**src/rtl/serial_shift_ctrl_pkg.sv**
```systemverilog
// Shared definitions for the serial shift controller: state encoding,
// parameter limits and the bit-counter width helper.
package serial_shift_ctrl_pkg;

    typedef enum logic [1:0] {
        S_IDLE  = 2'd0,
        S_SHIFT = 2'd1,
        S_GAP   = 2'd2
    } state_t;

    localparam int WIDTH_MIN = 2;
    localparam int WIDTH_MAX = 32;
    localparam int GAP_MAX   = 15;
    localparam int GAP_CNT_W = $clog2(GAP_MAX + 1);

    // Bit counter only has to reach WIDTH-1, so WIDTH=2 needs a single bit.
    function automatic int cnt_width(input int n);
        if (n <= WIDTH_MIN) return 1;
        if (n > WIDTH_MAX) return $clog2(WIDTH_MAX);
        return $clog2(n);
    endfunction

endpackage

```
**src/rtl/serial_shift_ctrl_shift_chain.sv**
```systemverilog
// Loadable left-shift register assembled from single-bit D flip-flop cells;
// load wins over shift, and a zero enters at bit 0 on every shift.
module shift_chain_cell (
    input  logic clk,
    input  logic reset,
    input  logic d,
    output logic q
);

    always_ff @(posedge clk) begin
        if (reset) q <= 1'b0;
        else       q <= d;
    end

endmodule

module shift_chain #(
    parameter int WIDTH = 8
) (
    input  logic             clk,
    input  logic             reset,
    input  logic             load,
    input  logic             shift,
    input  logic [WIDTH-1:0] d,
    output logic [WIDTH-1:0] q
);

    logic [WIDTH-1:0] cell_d;

    for (genvar i = 0; i < WIDTH; i++) begin : g_cell
        if (i == 0) begin : g_lsb
            assign cell_d[i] = load ? d[i] : (shift ? 1'b0 : q[i]);
        end else begin : g_upper
            assign cell_d[i] = load ? d[i] : (shift ? q[i-1] : q[i]);
        end

        shift_chain_cell u_cell (
            .clk   (clk),
            .reset (reset),
            .d     (cell_d[i]),
            .q     (q[i])
        );
    end

endmodule

```
**src/rtl/serial_shift_ctrl.sv**
```systemverilog
// Parallel-in, serial-out transmitter: accepts a word on valid/ready, shifts it
// out MSB first through shift_chain, then enforces GAP idle cycles.
module serial_shift_ctrl
    import serial_shift_ctrl_pkg::*;
#(
    parameter int WIDTH = 8,
    parameter int GAP   = 1
) (
    input  logic             clk,
    input  logic             reset,
    input  logic             in_valid,
    input  logic [WIDTH-1:0] in_data,
    output logic             in_ready,
    output logic             ser_out,
    output logic             ser_valid,
    output logic             frame_start,
    output logic             done,
    output logic             busy
);

    localparam int            BW   = cnt_width(WIDTH);
    localparam logic [BW-1:0] LAST = BW'(WIDTH - 1);

    state_t                 state;
    state_t                 state_nxt;
    logic [BW-1:0]          bit_cnt;
    logic [GAP_CNT_W-1:0]   gap_cnt;
    logic [WIDTH-1:0]       chain_q;
    logic                   last_bit;
    logic                   accept;
    logic                   shift;

    assign last_bit = (state == S_SHIFT) && (bit_cnt == LAST);
    assign accept   = in_valid && in_ready;
    // A reload in the back-to-back case replaces the shift on that edge.
    assign shift    = (state == S_SHIFT) && !accept;

    shift_chain #(.WIDTH(WIDTH)) u_chain (
        .clk   (clk),
        .reset (reset),
        .load  (accept),
        .shift (shift),
        .d     (in_data),
        .q     (chain_q)
    );

    always_ff @(posedge clk) begin
        if (reset) state <= S_IDLE;
        else       state <= state_nxt;
    end

    always_ff @(posedge clk) begin
        if (reset) begin
            bit_cnt <= '0;
            gap_cnt <= '0;
        end else begin
            if (accept)
                bit_cnt <= '0;
            else if ((state == S_SHIFT) && !last_bit)
                bit_cnt <= bit_cnt + 1'b1;

            if (last_bit && (GAP > 0))
                gap_cnt <= GAP_CNT_W'(GAP - 1);
            else if ((state == S_GAP) && (gap_cnt != '0))
                gap_cnt <= gap_cnt - 1'b1;
        end
    end

    always_comb begin
        state_nxt = state;
        case (state)
            S_IDLE: begin
                if (accept) state_nxt = S_SHIFT;
            end
            S_SHIFT: begin
                if (last_bit) begin
                    if (GAP > 0)      state_nxt = S_GAP;
                    else if (!accept) state_nxt = S_IDLE;
                end
            end
            S_GAP: begin
                if (gap_cnt == '0) state_nxt = S_IDLE;
            end
            default: state_nxt = S_IDLE;
        endcase
    end

    always_comb begin
        in_ready    = 1'b0;
        ser_valid   = (state == S_SHIFT);
        ser_out     = ser_valid && chain_q[WIDTH-1];
        frame_start = ser_valid && (bit_cnt == '0);
        done        = last_bit;
        busy        = (state == S_SHIFT) || (state == S_GAP);
        if (!reset)
            in_ready = (state == S_IDLE) || ((GAP == 0) && last_bit);
    end

endmodule
```
**config.mk**
```make
export PLATFORM = sky130hd
export DESIGN_NAME = serial_shift_ctrl
export DESIGN_NICKNAME = d
export VERILOG_FILES = /design/src/rtl/serial_shift_ctrl_pkg.sv /design/src/rtl/serial_shift_ctrl_shift_chain.sv /design/src/rtl/serial_shift_ctrl.sv
export SDC_FILE = /design/constraint.sdc
export NUM_CORES = 1
export LEC_CHECK = 0
export BUFFER_PORTS_ARGS = -buffer_cell sky130_fd_sc_hd__buf_2
export CORE_MARGIN = 2
export CORE_UTILIZATION = 40
export DETAILED_ROUTE_END_ITERATION = 8
export PLACE_DENSITY_LB_ADDON = 0.15
export SLEW_MARGIN = 5
export SYNTH_ARGS = -nofsm -noshare
export SYNTH_HDL_FRONTEND = slang
export SYNTH_SLANG_ARGS = --single-unit
```
**constraint.sdc**
```tcl
create_clock -name clk -period 2.7 [get_ports clk]
set_clock_uncertainty 0.1 [all_clocks]
set_input_delay 0.27 -clock clk [delete_from_list [all_inputs] [get_ports clk]]
set_output_delay 0.27 -clock clk [all_outputs]
set_load 0.02 [all_outputs]
```
; After elaboration in Yosys (flattened, before gate mapping)
; Cells that the tools add are included.
[word_totals]
ff_bits = 17
elab_cells = 58
[classes]
add_sub_neg = 2
eq_ne = 6
mux = 21
reduce_logical = 18
[op_table]
columns = operator, count
row1 = $mux W1, 17
row2 = $logic_and A1 B1 Y1, 7
row3 = $mux W2, 3
row4 = $pmux W2 S3, 1
row5 = $logic_not A4 Y1, 1
row6 = $ne A2 B1 Y1 const B, 2
row7 = $reduce_bool A4 Y1, 1
row8 = $reduce_or A2 Y1, 2
row9 = $sub A4 B1 Y4 const B, 1
row10 = $add A3 B1 Y3 const B, 1
row11 = $eq A3 B3 Y1 const B, 1
row12 = $logic_not A3 Y1, 1
row13 = $reduce_and A3 Y1, 1
row14 = $eq A2 B1 Y1 const B, 1
row15 = $eq A2 B2 Y1 const B, 1
row16 = $logic_not A1 Y1, 2
row17 = $logic_not A2 Y1, 1
row18 = $ne A2 B2 Y1 const B, 1
row19 = $reduce_bool A2 Y1, 1
row20 = $logic_or A1 B1 Y1, 1

; Logic depth before layout (Yosys ltp)
[logic_depth]
depth_word = 7
depth_mapped = 6
ltp_nobuf = 5

; By module
; A second synthesis with hierarchy kept.
[hier_totals]
cells_unflattened = 106
area_unflattened_um2 = 1003.5
[by_module_without_submodules]
columns = mod, instances, cells_each, area_each_um2, seq_area_each_um2
row1 = serial_shift_ctrl, 1, 64, 556.8, 180.2
row2 = shift_chain_cell, 8, 2, 33.8, 20.0
row3 = shift_chain, 1, 26, 176.4, 0.0

; Worst setup path after synthesis
; OpenSTA, ideal clock, no wires.
[synth_timing]
path_kind = flip-flop to output port
start = reg state[1]
end = out frame_start
arrival_time_ps = 1377
setup_slack_ps = 953
path_stages_with_launch = 6
n_path_buf = 1
path_cell_list = dfxtp_1 -> inv_1 -> ha_1 -> buf_2 -> nand2_1 -> nor2_1
[synth_between]
elab_chain_len = 2
[synth_rtl]
columns = item, line
row1 = from (decl), serial_shift_ctrl.sv:24  ; state_t state;
row2 = from (signal assigned), serial_shift_ctrl.sv:49  ; else state <= state_nxt;
row3 = $eq A2 B1 Y1, serial_shift_ctrl.sv:90  ; ser_valid = (state == S_SHIFT);
row4 = net ser_valid, serial_shift_ctrl.sv:15  ; output logic ser_valid,
row5 = $logic_and A1 B1 Y1, serial_shift_ctrl.sv:92  ; frame_start = ser_valid && (bit_cnt == '0);
row6 = to (decl), serial_shift_ctrl.sv:16  ; output logic frame_start,
; The timed path passes the listed nets, and every way through them passes these cells.

; Worst setup path in the final report
[layout_timing]
start = reg state[1]
end = out done
[layout_between]
elab_chain_len = 2
[layout_rtl]
columns = item, line
row1 = $eq A2 B1 Y1, serial_shift_ctrl.sv:33  ; assign last_bit = (state == S_SHIFT) && (bit_cnt == LAST);
row2 = $logic_and A1 B1 Y1, serial_shift_ctrl.sv:33
row3 = to (decl), serial_shift_ctrl.sv:17  ; output logic done,
; Every way passes these cells.

==> impl_metrics.env <==
export IMPL_outcome="completed"
export IMPL_post_route_period_util=0.7695
export IMPL_reg2reg_slack_ns=0.73
export IMPL_drt_iter0_drc=7
export IMPL_portBuffers=16
export IMPL_cp_max_fo=15
export IMPL_setup_violations_final=0
export IMPL_hold_viol=0
export IMPL_slew_headroom=0.5882
export IMPL_first_global_vias=703
export IMPL_avgSynthCellArea_um2=9.087
export IMPL_drc=0
export IMPL_arrival_ns=1.71
export IMPL_critPathLaunch="state[1]"
export IMPL_clock_latency_ns=0.30
export IMPL_cp_required_ns=2.33
export IMPL_cts_buffers=3
export IMPL_cts_root_buffer_cell="clkbuf_4"
export IMPL_fp_dieH_um=51.43
export IMPL_synth_edf_count=0
export IMPL_ios=17
export IMPL_die_x_um=51.43
export IMPL_dp_slack_ns=0.7455
export IMPL_gp_congestion=0.7067
export IMPL_dpl_instance_area_um2=993.5
export IMPL_hold_buffers=0
export IMPL_r2r_cells=5
export IMPL_worstReg2RegEnd="state[0]"
export IMPL_synth_warning_count=0
export IMPL_grt_use_met2=0.2479
export IMPL_antennaDiodeCount=0
export IMPL_synth_cell_types=27
export IMPL_dp_hpwl_um=1236
export IMPL_cp_endpoint="done"
export IMPL_reg2reg_from="state[1]"
export IMPL_syn_to_final_growth_pct=13.77
export IMPL_start_util=0.4146
export IMPL_rsz0062_at_grt="false"
export IMPL_cts_max_level=1
export IMPL_wl_per_cell_um=11.79
export IMPL_clkSinkCount=17
export IMPL_async_flop_share=0
export IMPL_crit_type="register to output pin"
export IMPL_grt_pass1_wl_um=2898
export IMPL_synthFlopType="dfxtp_1"
export IMPL_fillCellCount=239
export IMPL_crit_path_end_kind="output pin"
export IMPL_slew_viol_final=0
export IMPL_synthCells=99
export IMPL_tritoncts="built"
export IMPL_cts_setup_buffers=0
export IMPL_num_rows=17
export IMPL_min_period_ns=2.078
export IMPL_antenna_found_initial=0
export IMPL_fin_area_um2=1023
export IMPL_busiest_layer="met2"
export IMPL_die_area_um2=2645
export IMPL_max_cap_violations=0
export IMPL_hold_ws_ns=0.09883
export IMPL_grt_usage=0.1477
export IMPL_fp_coreArea_um2=2170
export IMPL_cts_resized=0
export IMPL_worst_slack_ns=0.6225
export IMPL_finalPower_w=0.0005100
export IMPL_grt_util_met3=0.03509
export IMPL_clock_path_buffers=2
export IMPL_grt_max_degree=16
export IMPL_power_leakage_nw=0.4324
export IMPL_powerDensity_nw_per_um2=498.3
export IMPL_drt_total_wl_um=1674
export IMPL_post_route_cells_drive_above_1_share=0.2105
export IMPL_ys_seq_area_frac=0.3783
export IMPL_cp_start_kind="register"
export IMPL_antenna_left=0
export IMPL_path_clk_slew_ns=0.11
export IMPL_timing_setup_tns_ns=0
export IMPL_drt_vias_per_instance=5.113
export IMPL_max_freq_mhz=481.3
export IMPL_syn_area_um2=899.6
export IMPL_peakVddDrop_mv=0.2622
export IMPL_hold_path_class="input port to register"
export IMPL_final_common_cell="dfxtp_1"
export IMPL_firstDrtPassIters=4
export IMPL_gr_total_overflow=0
export IMPL_syn_nets=117
export IMPL_final_nets=133
export IMPL_vias=726
export IMPL_use_met1=0.1721
export IMPL_layout_common_cells="dfxtp_1, buf_2, nor2_1"
export IMPL_worst_pin_slew_ns=0.6178
export IMPL_ys_seq_elements=17
==> state kept, by name, summed over array words and instances (netlist names) <==
name,cells
u_chain.g_cell.u_cell.q,8
gap_cnt,4
bit_cnt,3
state,2
==> worst min path at each step <==
stage                from                          to  slack, ns  cells past startpoint
6_report       in_data[0]  u_chain.g_cell[0].u_cell.q        0.1                      3
5_1_grt        in_data[0]  u_chain.g_cell[0].u_cell.q       0.12                      3
4_1_cts        in_data[0]  u_chain.g_cell[0].u_cell.q        0.1                      3
3_5_place_dp   gap_cnt[0]                  gap_cnt[0]       0.37                      2
3_3_place_gp   gap_cnt[0]                  gap_cnt[0]       0.37                      2
2_1_floorplan  in_data[0]  u_chain.g_cell[0].u_cell.q       0.31                      2
==> synthesized netlist by cell type, types with 2 or more instances <==
| cell | instances | area share |
|---|---|---|
| a211oi_1 | 7 | 0.058 |
| a21oi_1 | 4 | 0.022 |
| and2_1 | 2 | 0.014 |
| buf_2 | 2 | 0.011 |
| clkbuf_1 | 3 | 0.013 |
| dfxtp_1 | 17 | 0.38 |
| ha_1 | 7 | 0.097 |
| inv_1 | 8 | 0.033 |
| mux2i_1 | 11 | 0.12 |
| nand2_1 | 6 | 0.025 |
| nor2_1 | 14 | 0.058 |
| nor2b_1 | 3 | 0.021 |
==> metrics by stage <==
stage / instances / utilization
after floorplan: 99 / -
after global placement: 138 / 0.4579
after detailed placement: 138 / 0.4579
after CTS: 142 / 0.4717
after global routing: 142 / 0.4717
final: 142 / 0.4717
==> worst max-delay path, stage by stage, from the launching register on <==
cell,delay (ns)
dfxtp_1,0.35
inv_1,0.10
ha_1,0.56
and2_1,0.24
buf_2,0.17
==> metal layers <==
metal	vias to the layer above	routed length [um]
li1	374	-
met1	338	772
met2	9	818
met3	5	46
met4	0	37
met5	-	0
==> layout make-up <==
type                       count  area [um2]  share of cell area
multi-input combinational     69       508.0              0.4963
sequential                    17       340.3              0.3325
timing repair buffer          16       80.08             0.07824
tap                           28       35.03             0.03423
inverter                       8       30.03             0.02934
clock buffer                   3       22.52             0.02200
clock inverter                 1       7.507            0.007335
==> power breakdown <==
group / switching, W / leakage [nW] / internal (W)
logic: 0.0000533 / 0.280 / 0.0000412
registers: 0.00000737 / 0.139 / 0.000264
clock network: 0.0000875 / 0.0139 / 0.0000564
total: 0.000148 / 0.432 / 0.000362
==> cells by family (layout without fill, tap and decap cells) <==
logic type | after synthesis | in the layout | synth area share
simple gates | 32 | 32 | 0.1767
xor+xnor | 1 | 1 | 0.009738
compound gates | 18 | 18 | 0.1586
buf+inv | 13 | 28 | 0.05702
fa+ha+maj | 7 | 7 | 0.09735
mux | 11 | 11 | 0.1224
flops | 17 | 17 | 0.3783
No activity file was read; power rests on OpenSTA's default activity.
